<file path="config.mk">
export PLATFORM = sky130hd
export DESIGN_NAME = rom_port_arbiter
export DESIGN_NICKNAME = d
export VERILOG_FILES = /design/src/rtl/rom_port_arbiter.sv
export SDC_FILE = /design/constraint.sdc
export NUM_CORES = 1
export LEC_CHECK = 0
export BUFFER_PORTS_ARGS = -buffer_cell sky130_fd_sc_hd__buf_2
export CELL_PAD_IN_SITES_DETAIL_PLACEMENT = 0
export CELL_PAD_IN_SITES_GLOBAL_PLACEMENT = 1
export CORE_MARGIN = 10
export CORE_UTILIZATION = 33
export DETAILED_ROUTE_END_ITERATION = 10
export PLACE_DENSITY = 0.87
export SYNTH_ARGS = -nofsm -noshare
export SYNTH_HDL_FRONTEND = slang
export SYNTH_SLANG_ARGS = --single-unit
</file>
<file path="constraint.sdc">
create_clock -name clk -period 3 [get_ports clk]
set_input_delay 0.45 -clock clk [delete_from_list [all_inputs] [get_ports clk]]
set_output_delay 0.45 -clock clk [all_outputs]
set_load 0.01 [all_outputs]
</file>
<file path="src/rtl/rom_port_arbiter.sv">
// Two-port arbiter for the shared combinational instruction ROM read port.
// Optional address/alignment checking is built when ROM_ALIGN_CHECK_EN is defined.
module rom_port_arbiter #(
   parameter int unsigned ROM_SIZE     = 256,
   parameter int unsigned STARVE_LIMIT = 4,
   parameter int unsigned CNT_W        = 4
) (
   input  logic             clk,
   input  logic             reset,
   input  logic             req0_valid,
   input  logic [30:0]      req0_addr,
   output logic             req0_ready,
   output logic             rsp0_valid,
   output logic [31:0]      rsp0_data,
   output logic             rsp0_err,
   input  logic             req1_valid,
   input  logic [30:0]      req1_addr,
   output logic             req1_ready,
   output logic             rsp1_valid,
   output logic [31:0]      rsp1_data,
   output logic             rsp1_err,
   output logic [30:0]      rom_addr,
   input  logic [31:0]      rom_data,
   output logic [CNT_W-1:0] starve_cnt
);

   localparam int unsigned WORD_W = 29;
   localparam int unsigned DATA_W = 32;

   logic             force_grant;
   logic             grant0;
   logic             grant1;
   logic [CNT_W-1:0] cnt_next;
   logic             range_err;
   logic             addr_err;
   logic [DATA_W-1:0] rd_data;

   // Port 0 wins unless port 1 has waited STARVE_LIMIT cycles
   always_comb begin
      force_grant = (starve_cnt == CNT_W'(STARVE_LIMIT));
      grant1      = req1_valid & (~req0_valid | force_grant);
      grant0      = req0_valid & ~grant1;
   end

   assign req0_ready = grant0;
   assign req1_ready = grant1;

   // Port 0 address is the default so the fetch path sees no extra select when idle
   assign rom_addr = grant1 ? req1_addr : req0_addr;

   assign range_err = (rom_addr[30:2] >= WORD_W'(ROM_SIZE));

`ifdef ROM_ALIGN_CHECK_EN
   assign addr_err = range_err | (rom_addr[1:0] != 2'b00);
`else
   assign addr_err = 1'b0;
`endif

   // Out-of-range words read as zero, as the ROM itself returns
   assign rd_data = (range_err | addr_err) ? '0 : rom_data;

   always_comb begin
      cnt_next = starve_cnt;
      if (!req1_valid || grant1) begin
         cnt_next = '0;
      end else if (starve_cnt != CNT_W'(STARVE_LIMIT)) begin
         cnt_next = starve_cnt + CNT_W'(1);
      end
   end

   always_ff @(posedge clk or posedge reset) begin
      if (reset) begin
         rsp0_valid <= 1'b0;
         rsp1_valid <= 1'b0;
         rsp0_data  <= '0;
         rsp1_data  <= '0;
         starve_cnt <= '0;
      end else begin
         rsp0_valid <= grant0;
         rsp1_valid <= grant1;
         starve_cnt <= cnt_next;
         if (grant0) rsp0_data <= rd_data;
         if (grant1) rsp1_data <= rd_data;
      end
   end

`ifdef ROM_ALIGN_CHECK_EN
   // Error flags travel with the data they qualify
   always_ff @(posedge clk or posedge reset) begin
      if (reset) begin
         rsp0_err <= 1'b0;
         rsp1_err <= 1'b0;
      end else begin
         if (grant0) rsp0_err <= addr_err;
         if (grant1) rsp1_err <= addr_err;
      end
   end
`else
   assign rsp0_err = 1'b0;
   assign rsp1_err = 1'b0;
`endif

endmodule

</file>
# --- Yosys cells after proc, flatten, opt, wreduce, memory -nomap -nowiden ---
# Cells that the tools add are included.
op_classes:
  add_sub_neg: 1
  n_lt_le_gt_ge: 1
  eq_ne: 2
  muxes: 4
  bitwise: 5
  reduce_logical: 3
op_table:
  columns: ["operator", "n"]
  rows:
  - ["32-bit 2-to-1 mux", 1]
  - ["31-bit 2-to-1 mux", 1]
  - ["29-bit by 9-bit greater-or-equal comparator with 1-bit output (second input constant)", 1]
  - ["4-bit 2-to-1 mux", 2]
  - ["4-bit by 1-bit adder with 4-bit output (second input constant)", 1]
  - ["4-bit by 3-bit equality test with 1-bit output (second input constant)", 1]
  - ["4-bit by 3-bit != test with 1-bit output (second input constant)", 1]
  - ["1-bit bitwise AND", 2]
  - ["1-bit NOT", 2]
  - ["2-bit nonzero test", 1]
  - ["1-bit logical NOT", 1]
  - ["1-bit logical OR", 1]
  - ["1-bit OR", 1]
totals:
  register_bits: 70
  inputBits: 98
  output_inout_bits: 105

# --- Depth between registers and ports, before layout ---
# Gate-level depths: netlist of the first run.
logic_depth:
  depth_word: 6
  ltp_mapped: 7
  ltp_nobuf: 6

# --- Worst setup path after synthesis of the first run ---
# Ideal clock, no wire load.
synth_path:
  path_type: "register -> output"
  start: "register starve_cnt[0]"
  end: "output rom_addr[23]"
  t_arrival_ns: 1.756
  t_required_ns: 2.550
  path_slack_ns: 0.794
  stages_incl_launch_ff: 8
  path_cell_list: "dfrtp_1 -> inv_1 -> ha_1 -> and3b_1 -> buf_2 -> o21ai_4 -> buf_6 -> mux2_1"
synth_via:
  elab_chain_cells: 4
synth_lines:
  columns: ["item", "line_no", "text"]
  rows:
  - ["start: declaration", "24", "output logic [CNT_W-1:0] starve_cnt"]
  - ["start signal: assignment", "81", "starve_cnt <= cnt_next;"]
  - ["4-bit by 3-bit equality test with 1-bit output", "40", "force_grant = (starve_cnt == CNT_W'(STARVE_LIMIT));"]
  - ["1-bit OR", "41", "grant1 = req1_valid & (~req0_valid | force_grant);"]
  - ["1-bit bitwise AND", "41", null]
  - ["31-bit 2-to-1 mux", "49", "assign rom_addr = grant1 ? req1_addr : req0_addr;"]
  - ["end: declaration", "22", "output logic [30:0] rom_addr,"]
# Every way passes these cells.

# --- Final worst setup path of the first run ---
layout_path:
  start: "register starve_cnt[0]"
  end: "output rom_addr[28]"
# The elaborated chain is that of the path after synthesis.

==> results.md, run 1 <==
- Max incr delay on CP: 0.41 ns
- CP Cell Sequence: inv_1 > ha_1 > and3b_1 > o21ai_4 > buf_4 > mux2_2 > buf_2
- Clock power frac: 0.456
- Overall power: 2316 uW
- GPL Wtd Cong: 0.8416
- Post-CTS Setup Inserts: 0
- Slew margin rel.: 0.5378
- Share of post-route cells with drive strength above 1: 0.4461
- Die Ht: 130.0 um
- Max Freq: 354.2 MHz
- Worst setup EP type: output port
- Initial DRC Count: 345
- Antenna violations before repair: 0
- Endpoint arrival time on the critical path: 2.37 ns
- Sw Pwr: 583.2 uW
- Clk Latency, worst-skew pair: 0.34 ns
- Clock transition at path regs: 0.06 ns
- Final count of hold timing violations: 0
- Post-CTS resize count: 0
- Post-synthesis sequential area ratio: 0.4383
- Initial core utilization: 0.3355
- Share of Yosys cell area claimed by the top area cell type: 0.4383
- Chip width: 130.0 um
- Setup CP Type: flip-flop to output port
- Setup TNS: 0 ns
- Largest net degree at the start of global routing: 65
- Fin cells: 741
- Mapped Cells: 417
- DRC viols: 0
- Worst hold path type: input pin to async pin
- Row cnt: 40
- Sequential Power Share: 0.410
- Synth area leader: dfrtp_1
- Post-DP HPWL: 11460 um
- H-Tree Depth: 3
- Vias/cell: 5.711
- Internal Power: 1733 uW
- Period utilization: 0.9411
- First-pass GRT wire length: 24690 um
- Yosys reg bits: 70
- Core Region: 11910 um^2
- Worst R2R End: rsp1_data[0]$_DFFE_PP0N_
- Area growth syn-to-layout: 34.25%
- CTS buffer count: 9
- Post-DR wirelength/cell: 21.30 um
- Port buffer count: 200
- First-pass iteration count of the detailed router: 5
- Tmin final: 2.823 ns
- CP Max Fanout: 34
- Netlist Area Pre-Place: 3996 um^2
- Status: finished clean
- Final WL: 15780 um
- Final antenna-violating net count: 0
- M1 GR Usage: 0.2134
- Leak: 0.002503 uW
- Final antenna diode count: 0
- Reg-to-Reg Start: starve_cnt[0]$_DFFE_PP0P_
- Hold buffers post-CTS: 0
- Most Crowded Layer GR: met2
- Max-slew violations: 0
- CTS tree: yes
- Clk_skew: 0.006627 ns
- Top delay family on crit path: buffers and inverters
- Critical Path RT: 2.55 ns
- Worst Tran Pin Value: 0.6934 ns
- Die Area: 16910 um^2
- Clock Sink Count: 70
- GRT met2 Usage: 0.3120
- Critical path's slowest cell: dfrtp_1
- # IOs: 203
- Peak supply drop: 227.1 uV
- Root Driver: clkbuf_16
- Synth Area per Inst: 9.584 um^2
- PD cells: 431.8 nW/um^2
- Main area contributors after synthesis: dfrtp_1, o31ai_1, mux2_2
- Crit path buf inv count: 3
- Sw Ratio: 0.2518
- Synth cell types: 30
- Placed cell count: 726
- Gate power share: 0.134
- Clk buf depth: 2
- Yosys warning count: 0
- RSZ-0062 raised after global routing: false
- Maxcap violations: 0
- Register-to-register setup slack: 0.77 ns
- Vias in the first global route: 4544
- Worst setup SP type: flip-flop
- # setup viols final: 0
- Routed vias: 4232
- Met3 usage: 0.06369
- Total GRT Usage: 0.1858
- Total grt overflow: 0
- Total Nets Final: 690
- R2R depth: 7
- Final core occ: 0.4504
==> synth_stat cells, drive strengths merged <==
cell,instances
and3b,1
mux2,31
nor3b,32
nand3,65
clkbuf,34
dfrtp,70
ha,2
and4b,1
nor4,8
and3,1
nand4b,1
nand4,33
nand2b,1
o21ai,33
buf,21
inv,5
nor2,3
o31ai,64
xnor2,1
conb,1
nand2,3
nor3,5
xor2,1
==> worst max-delay path by stage <==
| stage | start | to | slack [ns] | depth (start not counted) |
|---|---|---|---|---|
| after floorplan | reset | rsp0_data[0]$_DFFE_PP0P_ | 0.78 | 1 |
| after global placement | starve_cnt[0]$_DFFE_PP0P_ | rom_addr[2] | 0.66 | 8 |
| after detailed placement | starve_cnt[0]$_DFFE_PP0P_ | rom_addr[2] | 0.54 | 8 |
| after CTS | starve_cnt[0]$_DFFE_PP0P_ | rom_addr[2] | 0.17 | 8 |
| after global routing | starve_cnt[0]$_DFFE_PP0P_ | rom_addr[2] | 0.04 | 8 |
| final | starve_cnt[0]$_DFFE_PP0P_ | rom_addr[28] | 0.18 | 7 |
==> state kept, by name, indices dropped and copies added (netlist names) <==
name / flops
rsp1_data: 32
rsp0_data: 32
rsp0_valid: 1
starve_cnt: 4
rsp1_valid: 1
==> stage by stage <==
| step | hold slack (ns) | cell area (um^2) | setup WS (ns) |
|---|---|---|---|
| after CTS | 0.1190 | 5365 | 0.1704 |
| after floorplan | 0.5370 | 4000 | 0.7818 |
| after global placement | 0.4806 | 5075 | 0.6567 |
| final | 0.1072 | 5365 | 0.1768 |
| after global routing | 0.1499 | 5365 | 0.04293 |
| after detailed placement | 0.4840 | 5075 | 0.5439 |
==> layer usage <==
| layer | share of wire | routed length, um | vias up |
|---|---|---|---|
| li1 | - | - | 1938 |
| met1 | 0.40 | 6285 | 2060 |
| met2 | 0.49 | 7695 | 214 |
| met3 | 0.094 | 1483 | 20 |
| met4 | 0.020 | 318 | 0 |
| met5 | 0 | 0 | - |
==> layout by cell type, fill, tap and decap left out, types with 6 or more instances in the layout <==
cell type,count
nor3b_1,32
mux2_2,29
buf_2,200
dfrtp_1,70
nand3_1,65
o21ai_0,32
clkbuf_16,9
o31ai_1,64
nor4_1,6
nand4_1,33
buf_4,16
==> worst reg2reg max path, delay by kind of cell (launching register included) <==
kind                       cells  cell delay [ns]
adders and majority gates      1             0.23
buffers and inverters          3             0.91
AOI/OAI and AO/OA              2             0.30
DFF                            1             0.41
and+or+nand+nor                1             0.25
==> area by class of cell <==
cell class	count	area (um^2)
Tap cell	147	183.9
Multi-Input combinational cell	288	1998
Sequential cell	70	1752
Fill cell	1158	6546
Timing Repair Buffer	216	1121
Inverter	5	20.02
Clock buffer	11	242.7
Clock inverter	4	47.55
==> power groups by stage <==
stage / sequential, uW / clock (uW) / combinational [uW]
after floorplan: 967 / 0 / 158
after global placement: 966 / 0 / 309
after detailed placement: 966 / 0 / 313
after CTS: 949 / 1070 / 315
after global routing: 949 / 1110 / 340
final: 949 / 1060 / 311
==> kinds of logic (layout without fill, tap and decap cells) <==
kind of cell,count (synthesis),count (layout),share of synthesized area
muxes,31,31,0.08735
AOI/OAI and AO/OA,97,97,0.1644
other,1,2,0.0009384
DFF,70,70,0.4383
adders and majority gates,2,2,0.006261
and+or+nand+nor,154,154,0.2307
xor gates and xnor gates,2,2,0.004384
buffers and inverters,60,236,0.06762
Power figures use the tool's default switching activity.
==> run 2: changes to the inputs <==
--- a/config.mk
+++ b/config.mk
@@ -11,7 +11,7 @@
 export CORE_MARGIN = 10
 export CORE_UTILIZATION = 33
 export DETAILED_ROUTE_END_ITERATION = 10
-export PLACE_DENSITY = 0.87
+export PLACE_DENSITY = 0.77
 export SYNTH_ARGS = -nofsm -noshare
 export SYNTH_HDL_FRONTEND = slang
 export SYNTH_SLANG_ARGS = --single-unit
==> results.md, run 2 (synthesis results as in run 1) <==
- Area growth syn-to-layout: 33.97%
- Critical Path RT: 2.55 ns
- Tmin final: 2.711 ns
- Clk_skew: 0.004039 ns
- H-Tree Depth: 3
- CTS buffer count: 9
- Setup TNS: 0 ns
- Core Region: 11910 um^2
- Initial core utilization: 0.3355
- Worst Tran Pin Value: 0.7496 ns
- Post-DP HPWL: 11070 um
- Dpl cell area: 5079 um^2
- CP Cell Sequence: inv_1 > ha_1 > and3b_1 > o21ai_4 > buf_12 > mux2_2 > buf_2
- Final count of hold timing violations: 0
- Largest net degree at the start of global routing: 65
- Chip width: 130.0 um
- Critical path's slowest cell: dfrtp_1
- Finished Cell Area: 5354 um^2
- Clock Sink Count: 70
- Total grt overflow: 0
- Row cnt: 40
- Largest regs: rsp0_data (32), rsp1_data (32), starve_cnt (4)
- Post-CTS resize count: 0
- Routed vias: 4170
- Port buffer count: 200
- Maxcap violations: 0
- Max-slew violations: 0
- Status: finished clean
- # setup viols final: 0
- Final antenna-violating net count: 0
- Worst setup EP type: output port
- Most frequent cells in the layout: buf_2, dfrtp_1, nand3_1
- Antenna violations before repair: 0
- Post-CTS Setup Inserts: 0
- DRC viols: 0
- Worst setup SP type: flip-flop
- Worst hold path type: input pin to async pin
- First-pass iteration count of the detailed router: 5
- PD cells: 421.1 nW/um^2
- Root Driver: clkbuf_16
- RSZ-0062 raised after global routing: false
- Total GRT Usage: 0.1790
- Die Ht: 130.0 um
- First-pass GRT wire length: 23970 um
- Crit path buf inv count: 3
- Clk buf depth: 2
- Top delay family on crit path: buffers and inverters
- Slew margin rel.: 0.4995
- Initial DRC Count: 314
- Clock transition at path regs: 0.05 ns
- Share of post-route cells with drive strength above 1: 0.4443
- Final antenna diode count: 0
- Final WL: 15240 um
- Max incr delay on CP: 0.40 ns
- Hold buffers post-CTS: 0
- Clk Latency, worst-skew pair: 0.33 ns
- Total Nets Final: 689
- Leak: 0.002500 uW
- Peak supply drop: 194.3 uV
- Vias/cell: 5.643
- Die Area: 16910 um^2
- GPL Wtd Cong: 0.8305
- Post-DR wirelength/cell: 20.62 um
- CTS tree: yes
- Vias in the first global route: 4479
- Setup CP Type: flip-flop to output port
- Endpoint arrival time on the critical path: 2.26 ns
- CP Max Fanout: 63
- Period utilization: 0.9038
- Commonest non-fill, non-tap cell in the layout: buf_2
- # IOs: 203
- Max Freq: 368.8 MHz
==> run 2: cell count changes in the layout (fill, tap and decap cells not counted) <==
cell | before | now
buf_12 | 0 | 1
clkbuf_8 | 1 | 3
buf_4 | 16 | 14
inv_2 | 1 | 2
bufinv_16 | 1 | 0
clkinvlp_4 | 1 | 0
clkinv_2 | 3 | 1
==> run 2: path summary, 6_finish.rpt <==
path,startpoint,end,slack (ns),depth (start not counted)
max in group asynchronous,reset,rsp0_data[28]$_DFFE_PP0P_,1.95,3
min reg2reg,rsp1_data[24]$_DFFE_PP0N_,rsp1_data[24]$_DFFE_PP0N_,0.50,2
max reg2reg,starve_cnt[0]$_DFFE_PP0P_,rsp0_data[15]$_DFFE_PP0P_,1.12,6
min,reset,rsp1_data[17]$_DFFE_PP0N_,0.24,2
max,starve_cnt[0]$_DFFE_PP0P_,rom_addr[11],0.29,7
min in group clk,rom_data[25],rsp1_data[25]$_DFFE_PP0N_,0.37,3
==> run 2: cell type report <==
| class | count | area [um^2] |
|---|---|---|
| clock buffer | 13 | 270.3 |
| multi-input combinational | 288 | 1998 |
| tap | 147 | 183.9 |
| sequential | 70 | 1752 |
| fill | 1157 | 6558 |
| inverter | 5 | 18.77 |
| timing repair buffer | 215 | 1126 |
| clock inverter | 1 | 5.005 |
==> run 2: worst register-to-register path, cell delays in order (launching register included) <==
cell and delay (ns):
dfrtp_1 0.40, inv_1 0.06, ha_1 0.22, nand4b_1 0.09, buf_4 0.54, nand4_1 0.22
o31ai_1 0.25
==> run 2: stage by stage <==
stage          std cells  worst slack (ns)  utilization  total power, uW  hold slack, ns
3_3_place_gp         725            0.6916       0.4264             1275          0.4845
3_5_place_dp         725            0.6339       0.4264             1279          0.4875
2_1_floorplan        418            0.7818            -             1126          0.5370
6_report             739            0.2887       0.4495             2255          0.2433
4_1_cts              739            0.2697       0.4495             2277          0.2672
5_1_grt              739            0.1513       0.4495             2349          0.3135
==> run 2: routing by layer <==
metal / vias to the layer above / GRT usage / part of all wire
li1: 1929 / - / -
met1: 1977 / 0.2103 / 0.40
met2: 241 / 0.2908 / 0.48
met3: 23 / 0.05801 / 0.092
met4: 0 / 0.08267 / 0.023
met5: - / 0 / 0
==> run 2: where the power goes <==
part | switching (uW) | internal (uW) | total [uW]
clock | 379 | 617 | 995
sequential | 1.70 | 948 | 949
combinational | 181 | 129 | 310
